[src/rtl/dmem_arb_pkg.sv]
// Shared types and default sizes for the data-RAM arbiter.
package dmem_arb_pkg;

   localparam int AW_DEF     = 16;
   localparam int DW_DEF     = 8;
   localparam int STARVE_DEF = 8;

   typedef enum logic [1:0] {
      OWN_NONE,
      OWN_CPU,
      OWN_LDR
   } owner_e;

   typedef enum logic [1:0] {
      ST_IDLE,
      ST_ISSUE_CPU,
      ST_ISSUE_LDR
   } state_e;

endpackage

[src/rtl/dmem_arb_starve_ctr.sv]
// Counts loader arbitration losses and raises force_ldr at the limit.
module dmem_arb_starve_ctr
   import dmem_arb_pkg::*;
#(
   parameter int STARVE_MAX = STARVE_DEF
) (
   input  logic clk,
   input  logic rst,
   input  logic ldr_req,
   input  logic ldr_win,
   input  logic cpu_lock,
   output logic force_ldr
);

   localparam int CW = $clog2(STARVE_MAX + 1);

   logic [CW-1:0] cnt;

   assign force_ldr = (cnt == CW'(STARVE_MAX));

   always_ff @(posedge clk or posedge rst) begin
      if (rst) begin
         cnt <= '0;
      end else if (ldr_win) begin
         cnt <= '0;
      end else if (ldr_req && !cpu_lock && !force_ldr) begin
         cnt <= cnt + 1'b1;
      end
   end

endmodule

[src/rtl/dmem_arbiter.sv]
// Single-port data RAM arbiter between CPU and image loader.
// Optional loader starvation guard: define DMEM_ARB_STARVE_GUARD_EN.
module dmem_arbiter
   import dmem_arb_pkg::*;
#(
   parameter int AW = AW_DEF,
   parameter int DW = DW_DEF
`ifdef DMEM_ARB_STARVE_GUARD_EN
   ,
   parameter int STARVE_MAX = STARVE_DEF
`endif
) (
   input  logic          clk,
   input  logic          rst,
   input  logic          cpu_req,
   input  logic          cpu_we,
   input  logic [AW-1:0] cpu_addr,
   input  logic [DW-1:0] cpu_wdata,
   input  logic          cpu_lock,
   output logic          cpu_gnt,
   output logic          cpu_rvalid,
   input  logic          ldr_req,
   input  logic          ldr_we,
   input  logic [AW-1:0] ldr_addr,
   input  logic [DW-1:0] ldr_wdata,
   output logic          ldr_gnt,
   output logic          ldr_rvalid,
   output logic          mem_en,
   output logic          mem_we,
   output logic [AW-1:0] mem_addr,
   output logic [DW-1:0] mem_wdata,
   output logic          busy
);

   state_e state;
   owner_e owner;
   logic   force_ldr;
   logic   cpu_win;
   logic   ldr_win;
   logic   rd_issued;

`ifdef DMEM_ARB_STARVE_GUARD_EN
   dmem_arb_starve_ctr #(
      .STARVE_MAX(STARVE_MAX)
   ) u_starve (
      .clk      (clk),
      .rst      (rst),
      .ldr_req  (ldr_req),
      .ldr_win  (ldr_win),
      .cpu_lock (cpu_lock),
      .force_ldr(force_ldr)
   );
`else
   assign force_ldr = 1'b0;
`endif

   // Lock shuts the loader out entirely; otherwise CPU wins unless forced.
   assign ldr_win   = ldr_req && !cpu_lock && (!cpu_req || force_ldr);
   assign cpu_win   = cpu_req && !ldr_win;
   assign mem_en    = (state != ST_IDLE);
   assign rd_issued = mem_en && !mem_we;

   always_ff @(posedge clk or posedge rst) begin
      if (rst) begin
         state      <= ST_IDLE;
         owner      <= OWN_NONE;
         mem_we     <= 1'b0;
         mem_addr   <= '0;
         mem_wdata  <= '0;
         cpu_gnt    <= 1'b0;
         ldr_gnt    <= 1'b0;
         cpu_rvalid <= 1'b0;
         ldr_rvalid <= 1'b0;
         busy       <= 1'b0;
      end else begin
         // owner acts as the read tag: RAM data lands one cycle after issue
         cpu_rvalid <= rd_issued && (owner == OWN_CPU);
         ldr_rvalid <= rd_issued && (owner == OWN_LDR);
         busy       <= cpu_win || ldr_win || rd_issued;
         unique case (1'b1)
            cpu_win: begin
               state     <= ST_ISSUE_CPU;
               owner     <= OWN_CPU;
               mem_we    <= cpu_we;
               mem_addr  <= cpu_addr;
               mem_wdata <= cpu_wdata;
               cpu_gnt   <= 1'b1;
               ldr_gnt   <= 1'b0;
            end
            ldr_win: begin
               state     <= ST_ISSUE_LDR;
               owner     <= OWN_LDR;
               mem_we    <= ldr_we;
               mem_addr  <= ldr_addr;
               mem_wdata <= ldr_wdata;
               cpu_gnt   <= 1'b0;
               ldr_gnt   <= 1'b1;
            end
            default: begin
               state     <= ST_IDLE;
               owner     <= OWN_NONE;
               mem_we    <= 1'b0;
               mem_addr  <= '0;
               mem_wdata <= '0;
               cpu_gnt   <= 1'b0;
               ldr_gnt   <= 1'b0;
            end
         endcase
      end
   end

endmodule

[config.mk]
export PLATFORM = sky130hd
export DESIGN_NAME = dmem_arbiter
export DESIGN_NICKNAME = d
export VERILOG_FILES = /design/src/rtl/dmem_arb_pkg.sv /design/src/rtl/dmem_arb_starve_ctr.sv /design/src/rtl/dmem_arbiter.sv
export SDC_FILE = /design/constraint.sdc
export NUM_CORES = 1
export LEC_CHECK = 0
export CORE_AREA = 2 2 88 48
export DETAILED_ROUTE_END_ITERATION = 8
export DIE_AREA = 0 0 90 50
export PLACE_DENSITY_LB_ADDON = 0.3
export SLEW_MARGIN = 30
export SYNTH_ARGS = -nofsm -noshare
export SYNTH_HDL_FRONTEND = slang
export SYNTH_SLANG_ARGS = --single-unit
[constraint.sdc]
create_clock -name clk -period 1.7 [get_ports clk]
set_input_delay 0.34 -clock clk [delete_from_list [all_inputs] [get_ports clk]]
set_output_delay 0.34 -clock clk [all_outputs]
set_load 0.05 [all_outputs]
; Word-level counts from Yosys, hierarchy flattened
; Index checks and enable logic that the tools add are counted.
[op_classes]
n_div = 0
n_reduce_logical = 13
n_mux = 6
bitwise_logic = 0
order_cmp = 0
mul = 0
n_eq_ne = 2
addsub = 0
n_shift = 0
[ops]
columns = operator, count
row1 = 16-bit one-hot mux with 2 select lines, 1
row2 = 8-bit one-hot mux with 2 select lines, 1
row3 = 1-bit logical AND, 6
row4 = 1-bit zero test, 4
row5 = 2-bit one-hot mux with 2 select lines, 1
row6 = 2-bit by 1-bit equality test with 1-bit output (second input constant), 1
row7 = 2-bit equality test (second input constant), 1
row8 = 1-bit logical OR, 2
row9 = 1-bit 2-to-1 mux, 2
row10 = 1-bit one-hot mux with 2 select lines, 1
row11 = 2-bit nonzero test, 1
[totals]
ram_bits = 0
romBits = 0
latchBits = 0
reg_bits = 32
elab_cells = 30
memories = 0
out_inout_bits = 31

; Depth between registers and ports, before layout
[depth]
ltp_word = 7
depth_mapped = 4
depth_no_buf = 2

; Least setup slack after synthesis
; Ideal clock, no wire load.
[synth_timing]
kind = register to output
from = register, netlist name ldr_gnt
to = output port mem_en
path_slack_ns = 0.280
arrival_time_ns = 1.080
path_stages_with_launch = 3
path_buffers = 0
required_time_ns = 1.360
cell_sequence = dfrtp_1 nor2_1 inv_1
[synth_lines]
columns = element, line
row1 = to (decl), dmem_arbiter.sv:28  ; output logic mem_en,

==> run summary <==
commonest non-fill, non-tap cell in the layout: clkdlybuf4s50_1
Post-Synthesis Cell Area: 1400 sq um
slew margin rel.: 76.0%
Max Cap Viol: 0
Syn Nets: 178
Fin. Hold Viols: 0
Clock Tree Buf Depth: 2
Initial Utilization: 37.7%
Max rail drop VDD: 0.369 mV
vias in the first global route: 1,177
FF/Latch Area: 751 sq um
DRC viols: 0
Final Instance Area: 2280 sq um
CP startpoint kind: register
Hold Crit Class: input port to asynchronous set/reset pin
fin. max-slew vios: 0
warnings from Yosys: 0
hold_buf cts: 0
largest net degree at the start of global routing: 54
setup violators final: 0
share of cells above drive strength 1: 33.7%
synth unique cells: 16
initial drt markers: 25
CP Capture Type: primary output
Seq/Total Area, Yosys: 53.5%
PD cells: 804 nW/um^2
# rows: 16
insertion delay to the later sink of the worst-skew pair: 0.27 ns
postcts setup bufs: 0
fill count: 327
TritonCTS Buffers: 5
CTS H-Tree Depth: 2
Yosys reg bits: 30
worst endpoint required time: 1.36 ns
clk sinks: 30
via count: 1,146
CP Max Fanout: 4
port bufs: 85
Hold WS: 0.443 ns
Die H: 50 um
CORE AREA: 3720 sq um
Synth Area per Inst: 11.4 sq um
Cell Chain, Critical Path: nor2_1 > inv_1 > buf_4
Die ar.: 4500 sq um
fmax: 707 MHz
period utilisation layout: 83.2%
fin nets: 264
Worst path slowest cell: dfrtp_1
Worst Path Arrival: 1.07 ns
Worst path max stage delay: 0.40 ns
DP HPWL: 2.51 mm
drt first pass iters: 4
unrepaired setup endpoints after global routing: no
All-Layer GR Usage: 15.4%
Mapped Cells: 123
global-route wire length before repair: 5.26 mm
Static Leak: 1.06 nW
vias per inst: 4.37
type of the worst setup path: register to primary output
final non-filler cell total: 262
Ports: 86
# resized after CTS: 0
routability cong.: 0.748
area of the multi-input gates: 554 sq um
total chip power: 1.83 mW
Die W: 90 um
Root Buffer Master: clkbuf_8
clk_skew: 0.00160 ns
global route overflow: 0
status: finished clean
Layout area overhead: 62.7%
Final TNS setup: 0 ns
final wirelength: 3.21 mm
dpl cell area: 2200 sq um
TritonCTS clock tree: yes
Routed wire per std cell: 12.3 um
commonest non-fill, non-tap cells in the layout: clkdlybuf4s50_1, buf_4, dfrtp_1
actual slew at the worst max-slew pin: 0.360 ns
Reg clk slew, reported paths: 0.06 ns
final antenna-violating net count: 0
ant diodes: 0
antenna violations before repair: 0
post-placement cell count: 256
minimum clock period: 1.41 ns
power breakdown:
part,leakage [nW],switching [mW],internal (mW)
clock network,0.0431,0.220,0.311
logic,0.639,0.301,0.226
registers,0.378,0.0162,0.760
total,1.06,0.537,1.30
stage by stage:
stage | setup WS, ns | utilization (%)
finish | 0.286 | 61.3
global route | 0.233 | 61.3
CTS | 0.285 | 61.3
detailed placement | 0.269 | 59.1
global placement | 0.311 | 59.1
floorplan | 0.280 | -
cell families after synthesis:
kind of cell	after synthesis	share of synthesized area, %
and+or+nand+nor	55	25.2
buffers and inverters	12	6.96
DFF	30	53.5
AOI/OAI and AO/OA	26	14.3
final timing paths:
| check | from | to | slack, ns | depth (start not counted) |
|---|---|---|---|---|
| max | ldr_gnt | mem_en | 0.29 | 3 |
| min | rst | mem_addr[7] | 0.44 | 3 |
| max reg2reg | ldr_gnt | busy | 0.91 | 2 |
| min reg2reg | owner[0] | ldr_rvalid | 0.48 | 1 |
| max in group asynchronous | rst | mem_addr[11] | 0.99 | 3 |
| min in group clk | cpu_req | owner[0] | 0.47 | 2 |
sequential cells by signal, indices dropped and copies added, names as in the netlist:
register	cells
mem_wdata	8
owner	1
ldr_gnt	1
cpu_rvalid	1
mem_addr	16
ldr_rvalid	1
busy	1
mem_we	1
Yosys cell counts:
cell type | count | share of area (%)
dfrtp_1 | 30 | 54
nand2b_1 | 26 | 12
o21ai_2 | 18 | 11
nand2_1 | 15 | 4.0
nand2_4 | 10 | 8.0
o21ai_1 | 7 | 2.5
buf_6 | 4 | 3.2
buf_2 | 2 | 0.71
inv_1 | 2 | 0.54
nor2_1 | 2 | 0.54
nor3b_1 | 2 | 1.1
buf_12 | 1 | 1.4
buf_4 | 1 | 0.54
clkbuf_1 | 1 | 0.27
inv_2 | 1 | 0.27
o211ai_1 | 1 | 0.54
per-layer routing:
layer	vias up	track usage, %	wire length (um)
met5	-	0	0
met4	0	6.15	14
met3	3	7.34	262
met2	43	26.4	1660
met1	537	16.7	1280
li1	563	-	-
cell type report:
class | instances | area share (%)
clock buffers | 6 | 3.62
inverters | 3 | 0.493
flip-flops and latches | 30 | 32.9
well taps | 54 | 2.96
multi-input cells | 81 | 24.3
repair buffers | 88 | 35.7
worst max-delay path, delay by kind of cell (launching register included):
kind	cells	cell delay, ns
DFF	1	0.40
buffers and inverters	2	0.23
and+or+nand+nor	1	0.17
(Power assumes the default switching activity.)
==> edit 1 (config.mk and constraints unchanged) <==
`DW_DEF`: 8 -> 10.
--- a/src/rtl/dmem_arb_pkg.sv
+++ b/src/rtl/dmem_arb_pkg.sv
@@ -2,7 +2,7 @@
 package dmem_arb_pkg;
 
    localparam int AW_DEF     = 16;
-   localparam int DW_DEF     = 8;
+   localparam int DW_DEF     = 10;
    localparam int STARVE_DEF = 8;
 
    typedef enum logic [1:0] {
Ports: changed (resized cpu_wdata, ldr_wdata and mem_wdata); port bits go from 86 to 92. No check against the original RTL was run, so the function may have changed too.
==> edit 1 against the unedited design <==
  * Clock power rose by 9.4%
  * Setup slack got worse by 0.071 ns
  * Global-route usage rose by 1.5 points
  * Sequential cell count rose by 2
  * Critical path type unchanged
  * Wire length rose by 9.3%
  * Synthesized cell count rose by 7.3%
  * Power rose by 7.2%
  * Sequential share of layout area rose by 0.23 points
  * First-iteration DRC count rose by 32%
  * Synthesized area rose by 8.6%
  * Final area rose by 5.9%
==> edit 1: results (changes against the unedited design) <==
| Metric | Value |
|---|---|
| Dpl cells | `269 (was 256)` |
| Max Clock Skew | `0.00310 ns (was 0.00160 ns)` |
| I/O Buffers | `91 (was 85)` |
| Largest cells by area after synthesis | `dfrtp_1, nand2b_1, o21ai_2, nand2_4, nand2_1 (unchanged)` |
| Outcome | `completed (unchanged)` |
| Total CTS buffers | `5 (unchanged)` |
| Drt first pass iters | `2 (was 4)` |
| Power in combinational cells | `556 uW (was 526 uW)` |
| Avg Vias per Cell | `4.35 (was 4.37)` |
| Clock network power share | `29.6% (was 29.0%)` |
| HP Start | `cpu_req` |
| First-pass GRT wire length | `5920 um (was 5260 um)` |
| Worst R2R Path Depth | `2 (unchanged)` |
| Met1 GRT Util | `18.6% (was 16.7%)` |
| Gpl congestion | `0.706 (was 0.748)` |
| Synth cell types | `18 (was 16)` |
| Met2 wire len | `1760 um (was 1660 um)` |
| Total Power | `1970 uW (was 1830 uW)` |
| Largest regs | `mem_addr: 16 flops, mem_wdata: 10 flops (was mem_addr: 16 flops, mem_wdata: 8 flops)` |
| DR WL met3 | `304 um (was 262 um)` |
| Post-Syn Instances | `132 (was 123)` |
| Normalized max-slew margin | `69.7% (was 76.0%)` |
| Met3 GRT Util | `7.19% (was 7.34%)` |
| Net Switching | `590 uW (was 537 uW)` |
| Routed len/inst | `12.7 um (was 12.3 um)` |
| NumNets Final | `281 (was 264)` |
| DP Area | `0.00233 mm^2 (was 0.00220 mm^2)` |
| Met2 Usage GRT | `30.3% (was 26.4%)` |
| Syn_nets | `191 (was 178)` |
| Place WS | `0.132 ns (was 0.269 ns)` |
| WL met1 | `1430 um (was 1280 um)` |
| Fraction of the mapped netlist area in compound gates | `14.1% (was 14.3%)` |
| Share of post-route cells with drive strength above 1 | `32.3% (was 33.7%)` |
| Post-Route WL | `3510 um (was 3210 um)` |
| Vias in the first global route | `1249 (was 1177)` |
| Seq/Total Area, Yosys | `52.6% (was 53.5%)` |
| Iter 0 DRT Violations | `33 (was 25)` |
| Largest net degree at the start of global routing | `44 (was 54)` |
| Gr usage total | `16.9% (was 15.4%)` |
| Cell leakage power | `0.00113 uW (was 0.00106 uW)` |
| Hold Crit Class | `input port to register (was input port to asynchronous set/reset pin)` |
| Hold slack | `0.439 ns (was 0.443 ns)` |
| R2r setup slk | `0.87 ns (was 0.91 ns)` |
| Final HPWL DP | `2650 um (was 2510 um)` |
==> edit 1: changes by cell type in the layout (fill, tap and decap cells not counted), sizes merged <==
cell | unedited run | this run
nand2b | 26 | 28
nand2 | 25 | 27
clkdlybuf4s50 | 53 | 57
buf | 35 | 36
dfrtp | 30 | 32
clkbuf | 6 | 8
o21ai | 25 | 27
==> edit 1: how the worst max path moves through the flow <==
stage	cells after the start	slack [ns]	start	end
floorplan	2	0.26	ldr_gnt	mem_en
global route	3	0.14	ldr_gnt	mem_en
finish	3	0.21	ldr_gnt	mem_en
global placement	3	0.21	cpu_lock	mem_wdata[4]
detailed placement	3	0.13	cpu_lock	mem_wdata[0]
CTS	3	0.22	ldr_gnt	mem_en
==> edit 1: final cells by class <==
cell class / instances / area [um^2]
inverters: 3 / 11.3
well taps: 54 / 67.6
repair buffers: 93 / 851
clock buffers: 8 / 90.1
multi-input cells: 87 / 597
fillers: 323 / 1310
flip-flops and latches: 32 / 801
==> edit 2 (same settings) <==
Made on the original files. The 3 states of `state_e` get a one-hot encoding in 3 bits.
--- a/src/rtl/dmem_arb_pkg.sv
+++ b/src/rtl/dmem_arb_pkg.sv
@@ -11,10 +11,10 @@
       OWN_LDR
    } owner_e;
 
-   typedef enum logic [1:0] {
-      ST_IDLE,
-      ST_ISSUE_CPU,
-      ST_ISSUE_LDR
+   typedef enum logic [2:0] {
+      ST_IDLE      = 3'b001,
+      ST_ISSUE_CPU = 3'b010,
+      ST_ISSUE_LDR = 3'b100
    } state_e;
 
 endpackage
Function: no difference found for any inputs over 10 cycles, from zero or initial values and one cycle with rst high; not proved beyond that.
==> edit 2 against the unedited design <==
  * Wire length fell by 3.0%
  * Final area fell by 10%
  * Count of clock-buffer cells in the layout rose by 2
  * Clock power barely moved
  * Utilization fell by 6.1 points
  * Hold slack got worse by 0.090 ns
  * Setup slack got worse by 0.24 ns
  * Sequential cell count rose by 1
  * Power fell by 1.5%
  * First-iteration DRC count fell by 28%
  * Synthesized area fell by 21%
  * Largest cell class unchanged
==> edit 2: results (changes against the unedited design) <==
| Metric | Value |
|---|---|
| Largest cells by area after synthesis | `dfrtp_1, a22o_1, buf_6, dfstp_2, nor3b_4 (was dfrtp_1, nand2b_1, o21ai_2, nand2_4, nand2_1)` |
| Sw Share | `28.4% (was 29.3%)` |
| NumNets Final | `217 (was 264)` |
| First-pass GRT wire length | `4880 um (was 5260 um)` |
| Clock latency on the worst-skew pair | `0.26 ns` |
| Dpl cells | `209 (was 256)` |
| Max Clock Skew | `0.00181 ns (was 0.00160 ns)` |
| Avg Vias per Cell | `4.41 (was 4.37)` |
| Clock network power share | `29.3% (was 29.0%)` |
| Yosys warning count | `0 (unchanged)` |
| Routed len/inst | `14.4 um (was 12.3 um)` |
| Seq/Total Area, Yosys | `69.9% (was 53.5%)` |
| Endpoints failing hold | `0 (unchanged)` |
| Gpl congestion | `0.705 (was 0.748)` |
| Worst VDD drop | `0.469 mV (was 0.369 mV)` |
| Worst-path clk slew | `0.06 ns (about the same)` |
| Cell leakage power | `0.000946 uW (was 0.00106 uW)` |
| Vias in the first global route | `994 (was 1177)` |
| Share of post-route cells with drive strength above 1 | `27.0% (was 33.7%)` |
| Syn_nets | `126 (was 178)` |
| Largest net degree at the start of global routing | `25 (was 54)` |
| Post-Syn Instances | `71 (was 123)` |
| Adder-cell area share of the yosys netlist | `0% (unchanged)` |
| Synth cell types | `12 (was 16)` |
| Post-Route WL | `3110 um (was 3210 um)` |
| Critical Path AT | `1.32 ns (was 1.07 ns)` |
| Outcome | `completed (unchanged)` |
| Iter 0 DRT Violations | `18 (was 25)` |
| Drt first pass iters | `2 (was 4)` |
| Gr usage total | `14.1% (was 15.4%)` |
| Total CTS buffers | `5 (unchanged)` |
| Final HPWL DP | `2350 um (was 2510 um)` |
| Slew @ Worst Pin | `0.395 ns (was 0.360 ns)` |
| Fraction of the mapped netlist area in compound gates | `21.1% (was 14.3%)` |
| Top post-synthesis cells by count | `dfrtp_1, a22o_1, buf_6, inv_1 (was dfrtp_1, nand2b_1, o21ai_2, nand2_1, nand2_4)` |
| Hold Crit Class | `input port to asynchronous set/reset pin (unchanged)` |
| Clk root buf | `clkbuf_8 (unchanged)` |
| Initial antenna violation count | `0 (unchanged)` |
| Worst Path Max Fanout | `2 (was 4)` |
==> edit 2: path summary, 6_finish.rpt <==
check                         start          end  slack (ns)  cells after the start
setup / recovery           state[0]       mem_en        0.04                      2
setup reg to reg           state[0]         busy        0.36                      2
hold / removal                  rst  mem_addr[7]        0.35                      2
hold reg to reg             ldr_gnt   cpu_rvalid        0.49                      1
max in group asynchronous       rst     state[0]        0.82                      3
min in group clk            ldr_gnt   cpu_rvalid        0.49                      1
==> edit 2: stage by stage <==
| step | worst slack (ns) | hold slack (ns) | area [um^2] | total power, uW |
|---|---|---|---|---|
| after floorplan | 0.115 | 0.396 | 1110 | 1060 |
| after global placement | 0.192 | 0.473 | 1970 | 1290 |
| after detailed placement | 0.177 | 0.475 | 1970 | 1290 |
| after CTS | 0.0281 | 0.349 | 2050 | 1840 |
| after global routing | 0.00782 | 0.366 | 2050 | 1910 |
| final | 0.0446 | 0.352 | 2050 | 1810 |
==> edit 2: cells by family after synthesis <==
group | Yosys count
DFF | 31
buffers and inverters | 9
and+or+nand+nor | 4
AOI/OAI and AO/OA | 27
==> edit 2: layout make-up <==
| cell class | count | area (um^2) |
|---|---|---|
| clock buffers | 8 | 80.1 |
| fillers | 320 | 1670 |
| inverters | 3 | 11.3 |
| multi-input cells | 31 | 279 |
| flip-flops and latches | 31 | 777 |
| well taps | 54 | 67.6 |
| repair buffers | 90 | 840 |
==> edit 2: power by group through the flow <==
| stage | registers (uW) | logic (uW) | clock network, uW |
|---|---|---|---|
| 6_report | 803 | 475 | 530 |
| 5_1_grt | 807 | 498 | 602 |
| 4_1_cts | 803 | 480 | 562 |
| 3_5_place_dp | 816 | 478 | 0 |
| 3_3_place_gp | 815 | 473 | 0 |
| 2_1_floorplan | 979 | 81.9 | 0 |
==> edit 2: routing by layer <==
| metal | vias up | GRT usage, % | wire length [um] |
|---|---|---|---|
| met5 | - | 0 | 0 |
| met2 | 51 | 20.6 | 1370 |
| li1 | 445 | - | - |
| met3 | 2 | 6.88 | 272 |
| met1 | 460 | 18.8 | 1470 |
| met4 | 0 | 3.85 | 9 |
==> edit 2: repair_timing <==
action,4_1_cts,5_1_grt
endpoints found under the setup margin,1,0
hold buffers,0,0
buffers inserted,0,0
gates resized for setup,1,0
==> edit 2: critical path: stages (launching register included) <==
cell	delay, ns
dfstp_2	0.51
or3b_4	0.38
buf_6	0.16
